### config.mk
export PLATFORM = sky130hd
export DESIGN_NAME = block_data_memory
export DESIGN_NICKNAME = d
export VERILOG_FILES = /design/src/rtl/block_data_memory.sv
export SDC_FILE = /design/constraint.sdc
export NUM_CORES = 2
export LEC_CHECK = 0
export CORE_MARGIN = 2
export CORE_UTILIZATION = 50
export CTS_BUF_LIST = sky130_fd_sc_hd__clkbuf_8
export CTS_CLUSTER_SIZE = 24
export DETAILED_ROUTE_END_ITERATION = 16
export PLACE_DENSITY_LB_ADDON = 0.05
export RECOVER_POWER = 100
export SYNTH_ARGS = -nofsm -noshare
export SYNTH_HDL_FRONTEND = slang
export SYNTH_SLANG_ARGS = --single-unit
### constraint.sdc
create_clock -name clock -period 6.8 [get_ports clock]
set_input_delay 1.36 -clock clock [delete_from_list [all_inputs] [get_ports clock]]
set_output_delay 1.36 -clock clock [all_outputs]
set_load 0.02 [all_outputs]
### src/rtl/block_data_memory.sv
// block_data_memory: 64 x 32-bit block memory serving the data cache miss port with a fixed access latency.
module block_data_memory #(
    parameter int LATENCY = 5
) (
    input  logic        clock,
    input  logic        reset,
    input  logic        read,
    input  logic        write,
    input  logic [5:0]  address,
    input  logic [31:0] writedata,
    output logic [31:0] readdata,
    output logic        busywait
);
    typedef enum logic [1:0] {IDLE, BUSY, DONE} state_t;
    state_t      state;
    logic [3:0]  count;
    logic        op_write;
    logic [5:0]  addr_l;
    logic [31:0] wdata_l;
    logic [31:0] mem [64];
    assign busywait = !reset && ((state == IDLE && (read ^ write)) || state == BUSY);
    always_ff @(posedge clock) begin
        if (reset) begin
            state    <= IDLE;
            count    <= 4'd0;
            readdata <= 32'h0;
            op_write <= 1'b0;
            addr_l   <= 6'd0;
            wdata_l  <= 32'h0;
            for (int i = 0; i < 64; i++) mem[i] <= 32'h0;
        end else begin
            case (state)
                IDLE: if (read ^ write) begin
                    op_write <= write;
                    addr_l   <= address;
                    wdata_l  <= writedata;
                    count    <= 4'd0;
                    state    <= BUSY;
                end
                BUSY: begin
                    count <= count + 4'd1;
                    // a dropped request aborts before any completion on the same edge
                    if (!read && !write) state <= IDLE;
                    else if (count == 4'(LATENCY - 1)) begin
                        if (op_write) mem[addr_l] <= wdata_l;
                        else readdata <= mem[addr_l];
                        state <= DONE;
                    end
                end
                default: state <= IDLE;
            endcase
        end
    end
endmodule

==> metrics.csv <==
stage,metric,value,unit
floorplan,IO Count,75,
power_and_ir_drop,sw frac,26.9,%
setup_path,Worst Path Required,7.44,ns
cts,Worst-path clk slew,0.06,ns
routing,drt drc,0,
timing,Slew HR,-104,%
global_routing,vias in the first global route,59900,
power_and_ir_drop,Clock power frac,37.4,%
finish,area grow syn2layout,9.60,%
power_and_ir_drop,Net Sw Power,7.65,mW
job,max-cap violations,74,
floorplan,Row Count,161,
power_and_ir_drop,Static Leak,36.9,nW
hold_path,hold crit path type,reg2reg,
routing,post-route ant nets,0,
routing,initial DRC count,8450,
routing,wire per inst,35.8,um
run_status,status,"complete, but fails checks",
global_routing,total congestion overflow,0,
power_and_ir_drop,Pint,20.8,mW
synth,Yosys reg bits,2125,
finish,final cell count without fillers,9742,
placed_design,dpl ws,1.33,ns
cts,CTS H-tree lvls,5,
synth,post-synthesis average cell area,13.8,um^2
routing,Post-Route WL,348000,um
floorplan,Core ar.,192000,um^2
cts,total CTS buffers,375,
setup_path,Critical Path Fanout Max,40,
global_routing,GR Util All Layers,35.1,%
routing,total number of vias,61900,
run_status,failing checks,"capacitance limit, slew limit",
floorplan,Die H,443,um
timing,actual slew at the worst max-slew pin,3.06,ns
cts,CTS tree,built,
setup_path,CP endpoint kind,flop,
setup_path,"Arr. time, crit path",6.79,ns
cts,Skew-Pair Late Insertion Delay,1.12,ns
cts,Clock Path Buffers,4,
synth,post-synthesis cell count,6983,
setup_path,Setup crit start kind,input pin,
floorplan,starting density of the core,50.2,%
placed_design,routability cong.,0.928,
placed_design,DP HPWL,203000,um
power_and_ir_drop,Power Total,28.5,mW
global_routing,initial antenna violation count,40,
synth,ys flop type,edfxtp_1,
placed_design,placed cells,9107,
timing,Peak Freq,163,MHz
finish,Util after Layout,55.0,%
timing,RSZ-0062 raised after global routing,false,
routing,router iterations before antenna repair,8,
synth,"FFs w/ async S/R, synth",0,%
timing,Tmin final,6.15,ns
cts,CTS sink count,2125,
timing,setup TNS,0,ns
finish,Final nets,7003,
finish,layout cells sized above 1,14.5,%
power_and_ir_drop,peak supply drop,164,uV
synth,yosys warns,0,
synth,mapped cell area,96400,um^2
routing,DR vias/cell,6.35,
synth,Syn Nets,7028,
timing,final-report setup violation count,0,
floorplan,Die W,443,um
cts,post-CTS sizing,0,
timing,"Slew Viols, Final",2180,
synth,"Distinct cells, synth",79,
power_and_ir_drop,power share of the combinational group,10.0,%
power_and_ir_drop,power density cells,270,nW/um^2
global_routing,global-route wire length before repair,479000,um
cts,hold buffer count at cts,0,
placed_design,PortBufs,74,
timing,Hold Fails Final Rpt,0,
setup_path,Critical Setup Path Class,in2reg,
timing,post-route setup slack,0.650,ns
timing,period utilisation layout,90.4,%
cts,Root Buffer,clkbuf_8,
synth,Post-synth EDFFs,2048,
timing,Setup Skew,0.0463,ns
finish,# fillers,15800,
cts,post-CTS setup buffers,0,
synth,sequential cell area fraction in the yosys report,65.4,%
power_and_ir_drop,Seq pwr share,52.6,%
global_routing,largest net degree at the start of global routing,89,
floorplan,Die Area,196000,um^2
-- metal layers --
metal / routed length, um / up-vias / share of wire, % / track usage (%)
li1: - / 25600 / - / -
met1: 134000 / 31800 / 39 / 47.9
met2: 155000 / 3638 / 44 / 52.5
met3: 36300 / 829 / 10 / 7.88
met4: 23000 / 20 / 6.6 / 18.7
met5: 126 / - / 0.036 / 0
-- stage by stage --
stage          hold slack (ns)  cell area, um^2
2_1_floorplan            0.453            96400
3_3_place_gp             0.487           100000
3_5_place_dp             0.490           100000
4_1_cts                  0.497           106000
5_1_grt                  0.536           106000
6_report                 0.497           106000
-- worst max-delay path, cell delays in order --
cell and delay, ns:
buf_4 0.35, clkbuf_1 1.58, inv_6 0.72, buf_4 0.52
o21ai_0 0.15, clkbuf_1 1.91
-- final timing paths --
kind	from	endpoint	slack, ns	depth (start not counted)
setup / recovery	reset	mem[11][23]	0.65	6
hold / removal	count[3]	count[3]	0.50	2
hold reg to reg	count[3]	count[3]	0.50	2
setup reg to reg	addr_l[1]	mem[10][17]	0.82	6
-- cells in the final DEF (no fill, tap or decap), types with 9 or more instances in the layout --
cell,n
dfxtp_2,32
and2_1,1192
a31oi_1,24
edfxtp_1,2048
inv_1,142
a21oi_1,131
clkbuf_8,398
o21ai_1,15
clkinv_2,17
nand3_1,18
nor2_2,35
dfxtp_1,42
a211oi_1,12
a22o_1,31
nor3_1,9
dlygate4sd3_1,33
mux4_2,155
nand2_1,157
mux2_2,135
clkdlybuf4s50_1,40
o21ai_4,35
buf_12,17
o22ai_1,122
a221oi_1,277
mux2i_1,222
clkinv_1,65
o21bai_1,9
nor2_1,202
o21ai_0,127
and2_0,858
o2bb2ai_1,10
buf_4,163
and3_1,13
a22oi_1,130
clkbuf_2,9
diode_2,12
a221o_1,17
clkbuf_1,86
-- cell type report --
cell class	instances	area, um^2	area share (%)
Antenna cell	12	30.0	0.0284
Clock buffer	398	5480	5.19
Clock inverter	225	916	0.867
Inverter	10	52.6	0.0498
Multi-Input combinational cell	4098	30200	28.6
Sequential cell	2125	63100	59.7
Tap cell	2526	3160	2.99
Timing Repair Buffer	348	2660	2.52
-- power by group through the flow --
| stage | Sequential [mW] | Clock, mW | Combinational (mW) |
|---|---|---|---|
| 2_1_floorplan | 15.1 | 0 | 1.50 |
| 3_3_place_gp | 15.2 | 0 | 2.80 |
| 3_5_place_dp | 15.2 | 0 | 2.81 |
| 4_1_cts | 14.9 | 10.7 | 2.82 |
| 5_1_grt | 15.0 | 11.3 | 2.89 |
| 6_report | 15.0 | 10.7 | 2.85 |
-- cell families (layout without fill, tap and decap cells) --
kind of cell / Yosys count / count (layout) / synth area share, %
AO/OA/AOI/OAI: 1031 / 1031 / 7.65
adder cells (fa/ha/maj): 3 / 3 / 0.0390
buffers and inverters: 760 / 981 / 3.73
flip-flops: 2125 / 2125 / 65.4
multiplexers: 513 / 513 / 7.52
other: 0 / 12 / 0
AND/OR/NAND/NOR: 2551 / 2551 / 15.6
-- synth_stat cells (122+ instances only) --
cell type	count	area, um^2
buf_2	135	676
a22oi_1	130	976
a221oi_1	276	2420
mux2i_1	222	2220
clkbuf_1	482	1810
edfxtp_1	2048	61500
nor2_1	223	837
o22ai_1	122	763
nand2_1	156	586
mux2_2	135	1520
o21ai_0	170	851
a21oi_1	131	656
mux4_2	155	3490
and2_1	2051	12800
-- sequential cells by signal (all words and copies together) (netlist names) --
register  cells
mem        2048
readdata     32
wdata_l      32
addr_l        6
count         4
state         2
op_write      1
(Power assumes the default switching activity.)
